File: src/rtl/spi_reg_pkg.sv
// Shared constants for the SPI register bank: address map, bit positions, sizes.
package spi_reg_pkg;

  localparam int NUM_REGS = 8;
  localparam int NUM_CFG  = 5;
  localparam int CNT_W    = 8;

  localparam int ADDR_CTRL   = 0;
  localparam int ADDR_CFG1   = 1;
  localparam int ADDR_CFG5   = 5;
  localparam int ADDR_WR_CNT = 6;
  localparam int ADDR_ERR    = 7;

  localparam int CTRL_CLR_CNT = 0;
  localparam int CTRL_LOCK    = 1;

  localparam int ERR_RO     = 0;
  localparam int ERR_LOCKED = 1;

endpackage

File: src/rtl/sat_counter.sv
// Saturating up-counter with synchronous clear; clear has priority over increment.
module sat_counter #(
  parameter int W = 8
) (
  input  logic         clk,
  input  logic         rst,
  input  logic         ena,
  input  logic         inc,
  input  logic         clr,
  output logic [W-1:0] count
);

  logic [W-1:0] count_q, count_d;

  // NOTE: every always_comb output gets a default first so no path leaves it unassigned (no latch).
  always_comb begin
    count_d = count_q;
    if (ena) begin
      if (clr)                        count_d = '0;
      else if (inc && count_q != '1)  count_d = count_q + W'(1);
    end
  end

  // NOTE: sequential state uses non-blocking assignments so all flops update together at the edge.
  always_ff @(posedge clk) begin
    if (rst) count_q <= '0;
    else     count_q <= count_d;
  end

  assign count = count_q;

endmodule

File: src/rtl/spi_reg_bank.sv
// Register bank behind an SPI slave: CTRL, five lockable CFG registers,
// a saturating write counter and sticky W1C error flags.
module spi_reg_bank
  import spi_reg_pkg::*;
#(
  parameter int ADDR_W = 3,
  parameter int REG_W  = 8
) (
  input  logic                     clk,
  input  logic                     rst,
  input  logic                     ena,
  input  logic [ADDR_W-1:0]        reg_addr,
  input  logic [REG_W-1:0]         reg_wdata,
  input  logic                     reg_wdata_dv,
  output logic [REG_W-1:0]         reg_rdata,
  output logic [7:0]               status,
  output logic [NUM_CFG*REG_W-1:0] cfg_o,
  output logic [NUM_CFG-1:0]       cfg_upd
);

  logic [REG_W-1:0]              ctrl_q, ctrl_d;
  logic [NUM_CFG-1:0][REG_W-1:0] cfg_q, cfg_d;
  logic [NUM_CFG-1:0]            cfg_upd_q, cfg_upd_d;
  logic [1:0]                    err_q, err_d, err_set, err_clr;
  logic                          cnt_inc, cnt_clr;
  logic [CNT_W-1:0]              wr_cnt;
  int                            addr_i;

  assign addr_i = int'(reg_addr);

  always_comb begin
    ctrl_d    = ctrl_q;
    cfg_d     = cfg_q;
    cfg_upd_d = '0;
    err_set   = '0;
    err_clr   = '0;
    cnt_inc   = 1'b0;
    cnt_clr   = 1'b0;
    if (ena && reg_wdata_dv) begin
      if (addr_i == ADDR_CTRL) begin
        ctrl_d               = reg_wdata;
        ctrl_d[CTRL_CLR_CNT] = 1'b0;
        cnt_clr              = reg_wdata[CTRL_CLR_CNT];
        cnt_inc              = ~reg_wdata[CTRL_CLR_CNT];
      end else if (addr_i == ADDR_WR_CNT) begin
        err_set[ERR_RO] = 1'b1;
      end else if (addr_i == ADDR_ERR) begin
        err_clr = reg_wdata[ERR_LOCKED:ERR_RO];
        cnt_inc = 1'b1;
      end else begin
        for (int n = 0; n < NUM_CFG; n++) begin
          if (addr_i == ADDR_CFG1 + n) begin
            if (ctrl_q[CTRL_LOCK]) begin
              err_set[ERR_LOCKED] = 1'b1;
            end else begin
              cfg_d[n]     = reg_wdata;
              cfg_upd_d[n] = 1'b1;
              cnt_inc      = 1'b1;
            end
          end
        end
      end
    end
    // Set is applied after the clear so a same-cycle set wins.
    err_d = (err_q & ~err_clr) | err_set;
  end

  // NOTE: each register is reset individually; this is a handful of flops, not a RAM array.
  always_ff @(posedge clk) begin
    if (rst) begin
      ctrl_q    <= '0;
      cfg_q     <= '0;
      cfg_upd_q <= '0;
      err_q     <= '0;
    end else begin
      ctrl_q    <= ctrl_d;
      cfg_q     <= cfg_d;
      cfg_upd_q <= cfg_upd_d;
      err_q     <= err_d;
    end
  end

  sat_counter #(.W(CNT_W)) u_wr_cnt (
    .clk   (clk),
    .rst   (rst),
    .ena   (ena),
    .inc   (cnt_inc),
    .clr   (cnt_clr),
    .count (wr_cnt)
  );

  always_comb begin
    reg_rdata = '0;
    if (addr_i == ADDR_CTRL)        reg_rdata = ctrl_q;
    else if (addr_i == ADDR_WR_CNT) reg_rdata = REG_W'(wr_cnt);
    else if (addr_i == ADDR_ERR)    reg_rdata = REG_W'(err_q);
    else begin
      for (int n = 0; n < NUM_CFG; n++)
        if (addr_i == ADDR_CFG1 + n) reg_rdata = cfg_q[n];
    end
  end

  assign status  = {4'b0000, ctrl_q[CTRL_LOCK], err_q, |wr_cnt};
  assign cfg_o   = cfg_q;
  assign cfg_upd = cfg_upd_q & {NUM_CFG{ena}};

endmodule
File: config.mk
export PLATFORM = sky130hd
export DESIGN_NAME = spi_reg_bank
export DESIGN_NICKNAME = d
export VERILOG_FILES = /design/src/rtl/spi_reg_pkg.sv /design/src/rtl/sat_counter.sv /design/src/rtl/spi_reg_bank.sv
export SDC_FILE = /design/constraint.sdc
export NUM_CORES = 1
export LEC_CHECK = 0
export BUFFER_PORTS_ARGS = -buffer_cell sky130_fd_sc_hd__buf_4
export CAP_MARGIN = 5
export CORE_MARGIN = 2
export CORE_UTILIZATION = 30
export DETAILED_ROUTE_END_ITERATION = 12
export PLACE_DENSITY = 0.53
export SLEW_MARGIN = 0
export SYNTH_ARGS = -nofsm -noshare
export SYNTH_HDL_FRONTEND = slang
export SYNTH_SLANG_ARGS = --single-unit
export TNS_END_PERCENT = 30
File: constraint.sdc
create_clock -name clk -period 4.1 [get_ports clk]
set_clock_uncertainty 0.1 [all_clocks]
set_input_delay 0 -clock clk [delete_from_list [all_inputs] [get_ports clk]]
set_output_delay 0 -clock clk [all_outputs]
set_load 0.02 [all_outputs]
# After elaboration in Yosys (flattened, before gate mapping)
# Index checks and enable logic that the tools add are counted.
# totals
regBits,62
elab_cells,106
# classes
n_addsub,1
n_eq_ne,8
mux,53
n_bitwise,14
reduce_logical,17
# ops
cell,n
8-bit two-way mux,10
1-bit two-way mux,37
32-bit logical NOT,1
6-bit AND reduction,5
6-bit OR reduction,4
"3-bit equality test, second input constant",4
2-bit two-way mux,6
1-bit inverter,10
"8-bit by 1-bit adder with 8-bit output, second input constant",1
"8-bit != test, second input constant",1
8-bit OR reduction,1
"3-bit by 2-bit equality test with 1-bit output, second input constant",2
5-bit AND,1
5-bit OR reduction,1
2-bit AND reduction,2
"3-bit by 1-bit equality test with 1-bit output, second input constant",1
2-bit AND,1
1-bit logical AND,2
2-bit inverter,1
2-bit bitwise OR,1
2-bit nonzero test,1

# Logic depth before layout (Yosys ltp)
# logic_depth
ltp_word,21
depth_mapped,7

# By module
# A second synthesis with hierarchy kept.
# hier_totals
hier_cells,412
hier_area_um2,3407.0
# by_module_without_submodules
module,n_inst,cells_per_inst,area_each_um2,seq_area_each_um2
spi_reg_bank,1,354,2899.0,1081.0
sat_counter,1,58,508.0,160.2

# Worst setup path before layout
# Ideal clock, no wire load.
# synth_timing
kind,flip-flop to flip-flop
start,register ctrl_q[1]
end,register cfg_q (netlist bit cfg_o[11])
setup_ns,0.128
t_arrival_ns,1.461
required_time_ns,3.872
setup_slack_ns,2.411
path_stages_with_launch,6
synth_period_minus_slack_ns,1.689
path_cell_list,dfxtp_1 nand2b_1 or4_1 clkbuf_1 mux2i_1 nor2_1
# synth_between
elab_chain_cells,2
# synth_lines
item,line,source
start: declaration,spi_reg_bank.sv:21,"logic [REG_W-1:0] ctrl_q, ctrl_d;"
start signal: assignment,spi_reg_bank.sv:76,ctrl_q <= ctrl_d;
1-bit inverter (no source line),--,
6-bit AND reduction (no source line),--,
end signal: assignment,spi_reg_bank.sv:77,cfg_q <= cfg_d;
end: declaration,spi_reg_bank.sv:22,"logic [NUM_CFG-1:0][REG_W-1:0] cfg_q, cfg_d;"
# Every way passes these cells.
# A chain may end at the register's enable or synchronous reset.

# Worst setup path in the final report
# layout_timing
start,input port reg_addr[2]
end,"register u_wr_cnt.count_q[5], in the netlist u_wr_cnt.count[5]"
# layout_between
elab_chain_cells,21
# layout_lines
item,line,source
start: declaration,spi_reg_bank.sv:12,"input logic [ADDR_W-1:0] reg_addr,"
3-bit by 2-bit equality test with 1-bit output,spi_reg_bank.sv:52,if (addr_i == ADDR_CFG1 + n) begin
1-bit two-way mux,--,
1-bit two-way mux,spi_reg_bank.sv:47,end else if (addr_i == ADDR_ERR) begin
1-bit two-way mux,spi_reg_bank.sv:45,end else if (addr_i == ADDR_WR_CNT) begin
1-bit two-way mux,spi_reg_bank.sv:40,if (addr_i == ADDR_CTRL) begin
1-bit two-way mux,spi_reg_bank.sv:39,if (ena && reg_wdata_dv) begin
1-bit two-way mux,spi_reg_bank.sv:53,if (ctrl_q[CTRL_LOCK]) begin
1-bit two-way mux,spi_reg_bank.sv:52,
(+5 left out),--,
1-bit two-way mux,spi_reg_bank.sv:52,
1-bit two-way mux,spi_reg_bank.sv:47,
1-bit two-way mux,spi_reg_bank.sv:45,
1-bit two-way mux,spi_reg_bank.sv:40,
1-bit two-way mux,spi_reg_bank.sv:39,
1-bit logical AND,sat_counter.sv:20,else if (inc && count_q != '1) count_d = count_q + W'(1);
2-bit nonzero test (no source line),--,
2-bit AND reduction (no source line),--,
end signal: assignment,sat_counter.sv:27,else count_q <= count_d;
end: declaration,sat_counter.sv:13,"logic [W-1:0] count_q, count_d;"
# Several ways; a longest one is shown, not always the timed one. The select of a mux whose other input is x is not followed.

==> impl_metrics.json <==
{
  "status": "completed",
  "vias_per_cell": 4.948,
  "ys_seq_area_share_pct": 41.79,
  "cts.path.max_buffers": 2,
  "slowest_delay_ns": 0.54,
  "post_cts_resized": 0,
  "firstDrtPassIters": 4,
  "fp.dieH_um": 103.5,
  "root_buffer": "clkbuf_8",
  "rsz0062_at_grt": "false",
  "rr_startpoint": "ctrl_q[1]",
  "slew_headroom_pct": 29.81,
  "criticalPathCategory": "input pin to flip-flop",
  "min_period_over_period_pct": 50.41,
  "arrival_ns": 2.24,
  "crit_required_ns": 4.27,
  "drive_above_1_share_pct": 25.62,
  "finalSetupViolations": 0,
  "wl_um": 8644,
  "synthArstFlopShare_pct": 0,
  "fin_nets": 418,
  "antenna_cells": 0,
  "syn-cell-area_sq_mm": 0.002970,
  "p_per_area_mw_per_mm2": 356.8,
  "ios": 76,
  "grt_max_degree": 59,
  "rr_worst_depth": 4,
  "clock.fmax_mhz": 483.8,
  "clkLatencyLatePin_ns": 0.34,
  "hold_viol_final": 0,
  "htree_num_levels": 3,
  "syn2layout_area_growth_pct": 30.58,
  "cts_tree": "yes",
  "start_util_pct": 30.67,
  "yosys.area.top_type": "dfxtp_1",
  "reg2reg_slack_ns": 2.09,
  "hold_class": "input pin to flip-flop",
  "yosys_warnings": 0,
  "worst_slack_ns": 2.033,
  "tightestPinTransition_ns": 1.047,
  "cp_max_fo": 31,
  "critPathCaptureType": "flip-flop",
  "antenna_found_initial": 0,
  "drcViolationCount": 0,
  "crit_chain": "dlygate4sd3_1 > buf_4 > nor4b_2 > and2_1 > a21oi_2 > or4_1 > a21oi_1",
  "tns_ns": 0,
  "rows": 36,
  "synth_cells": 333,
  "place_ws_ns": 2.128,
  "place_congestion": 0.8264,
  "first_global_vias": 2677,
  "clk_pin_slew_ns": 0.07,
  "synth.area.top_cells": "dfxtp_1, mux2i_1, nor2_1, a21oi_1, mux2_2",
  "grt_usage_pct": 16.54,
  "hold_start": "rst",
  "fin_util_pct": 40.05,
  "hold_path_depth": 2,
  "ant_nets": 0,
  "start_kind": "input pin",
  "synth_ff_type": "dfxtp_1",
  "die_x_um": 103.5,
  "ys_seq_elements": 62,
  "post-route-min-period_ns": 2.067,
  "dieArea_sq_mm": 0.01071,
  "clkSinkCount": 62,
  "avgSynthCellArea_sq_um": 8.920,
  "synthDominantCellAreaShare_pct": 41.79,
  "drtIter0Drc": 91,
  "slew_violations": 0,
  "synth_cell_types": 41,
  "wl_per_cell_um": 16.04,
  "place_area_sq_mm": 0.003556,
  "numCtsBuffers": 9,
  "grt_overflow": 0,
  "leakage_nw": 1.810,
  "crit_path_top_delay_cell": "dlygate4sd3_1",
  "io_buffer_count": 71,
  "dp_hpwl_um": 5986,
  "route.vias.total": 2667,
  "cap_violations": 0,
  "worstReg2RegEnd": "cfg_o[21]",
  "grt_pass1_wl_um": 14150,
  "min_to": "u_wr_cnt.count[0]",
  "design.core.area_sq_mm": 0.009684,
  "vdd_drop_max_mv": 0.1525,
  "synth_edf_count": 0,
  "finalInstanceArea_sq_mm": 0.003879
}
## stage by stage
step / hold slack, ns / std cells / power, mW
CTS: 0.03302 / 539 / 1.392
finish: 0.03382 / 539 / 1.384
global route: 0.07649 / 539 / 1.431
floorplan: 0.03596 / 336 / 0.7131
detailed placement: 0.1977 / 514 / 0.7621
global placement: 0.1886 / 514 / 0.7624
## cells in the final DEF (no fill, tap or decap), types with 2 or more instances in the layout
master,Yosys,final
o31ai_1,2,2
mux2_2,8,8
bufinv_16,0,2
nand4_1,4,4
a221oi_1,7,7
inv_1,5,5
a21oi_1,30,30
nor2_1,61,61
a21o_1,7,7
nand2_1,21,21
buf_4,5,72
nor2b_1,2,2
or4_1,4,4
and2_1,8,8
conb_1,1,4
clkbuf_8,0,11
nand3_1,8,8
a22oi_1,3,3
mux4_2,2,2
nor3_1,4,4
dfxtp_1,62,62
a32oi_1,2,2
ha_1,2,2
o21ai_0,3,3
mux2i_1,46,46
dlygate4sd3_1,0,9
## sequential cells by signal, indices dropped and copies added, names as in the netlist
signal	flops
u_wr_cnt.count	8
err_q	2
cfg_upd_q	5
ctrl_q	7
cfg_o	40
## how the worst max path moves through the flow
stage | start | endpoint | slack, ns | cells past startpoint
floorplan | ctrl_q[1] | cfg_o[11] | 2.41 | 5
global route | reg_addr[2] | u_wr_cnt.count[7] | 1.87 | 7
global placement | ctrl_q[1] | cfg_o[9] | 2.21 | 4
finish | reg_addr[2] | u_wr_cnt.count[5] | 2.03 | 7
CTS | reg_addr[2] | u_wr_cnt.count[5] | 2.07 | 7
detailed placement | ctrl_q[1] | cfg_o[21] | 2.13 | 4
## where the power goes
group	internal (mW)	switching (mW)
registers	0.609	0.00730
clock network	0.375	0.254
logic	0.0538	0.0840
total	1.04	0.345
## worst max-delay path, delay by kind of cell
kind,cells,cell delay (ns)
AO/OA/AOI/OAI,2,0.24
AND/OR/NAND/NOR,3,1.21
buffers and inverters,2,0.77
## what timing repair did
item / in CTS / in global routing
hold buffers: 9 / 0
hold endpoints to repair: 50 / 0
setup buffers: 0 / 0
## layout make-up
cell class                      count  area, sq um
Multi-Input combinational cell    242         1589
Tap cell                          133        166.4
Sequential cell                    62         1241
Timing Repair Buffer               81        630.6
Fill cell                         993         5806
Inverter                            5        18.77
Clock buffer                       11        151.4
Clock inverter                      5        81.33
## synth_stat cells (5+ instances only)
library cell,count
nand2_1,21
clkbuf_1,15
and2_1,8
buf_4,5
dfxtp_1,62
mux2_2,8
nand3_1,8
a21o_1,7
a221oi_1,7
a21oi_1,30
inv_1,5
nor2_1,61
mux2i_1,46
## metal layers
metal  vias up  GRT usage (%)  share of wire (%)
met5         -              0                  0
met4         0          6.660                1.9
met3        14          4.028                5.8
met2        91          24.79                 45
met1      1261          22.84                 47
li1       1301              -                  -
## kinds of logic (layout without fill, tap and decap cells)
kind of cell	after synthesis	after routing	share of synthesized area [%]
mux	56	56	20.05
buf+inv	32	102	5.097
other cells	1	4	0.1262
xor+xnor	1	1	0.2949
fa+ha+maj	2	2	0.8423
simple gates	121	121	19.00
compound gates	58	58	12.81
flops	62	62	41.79
(Power assumes the default switching activity.)
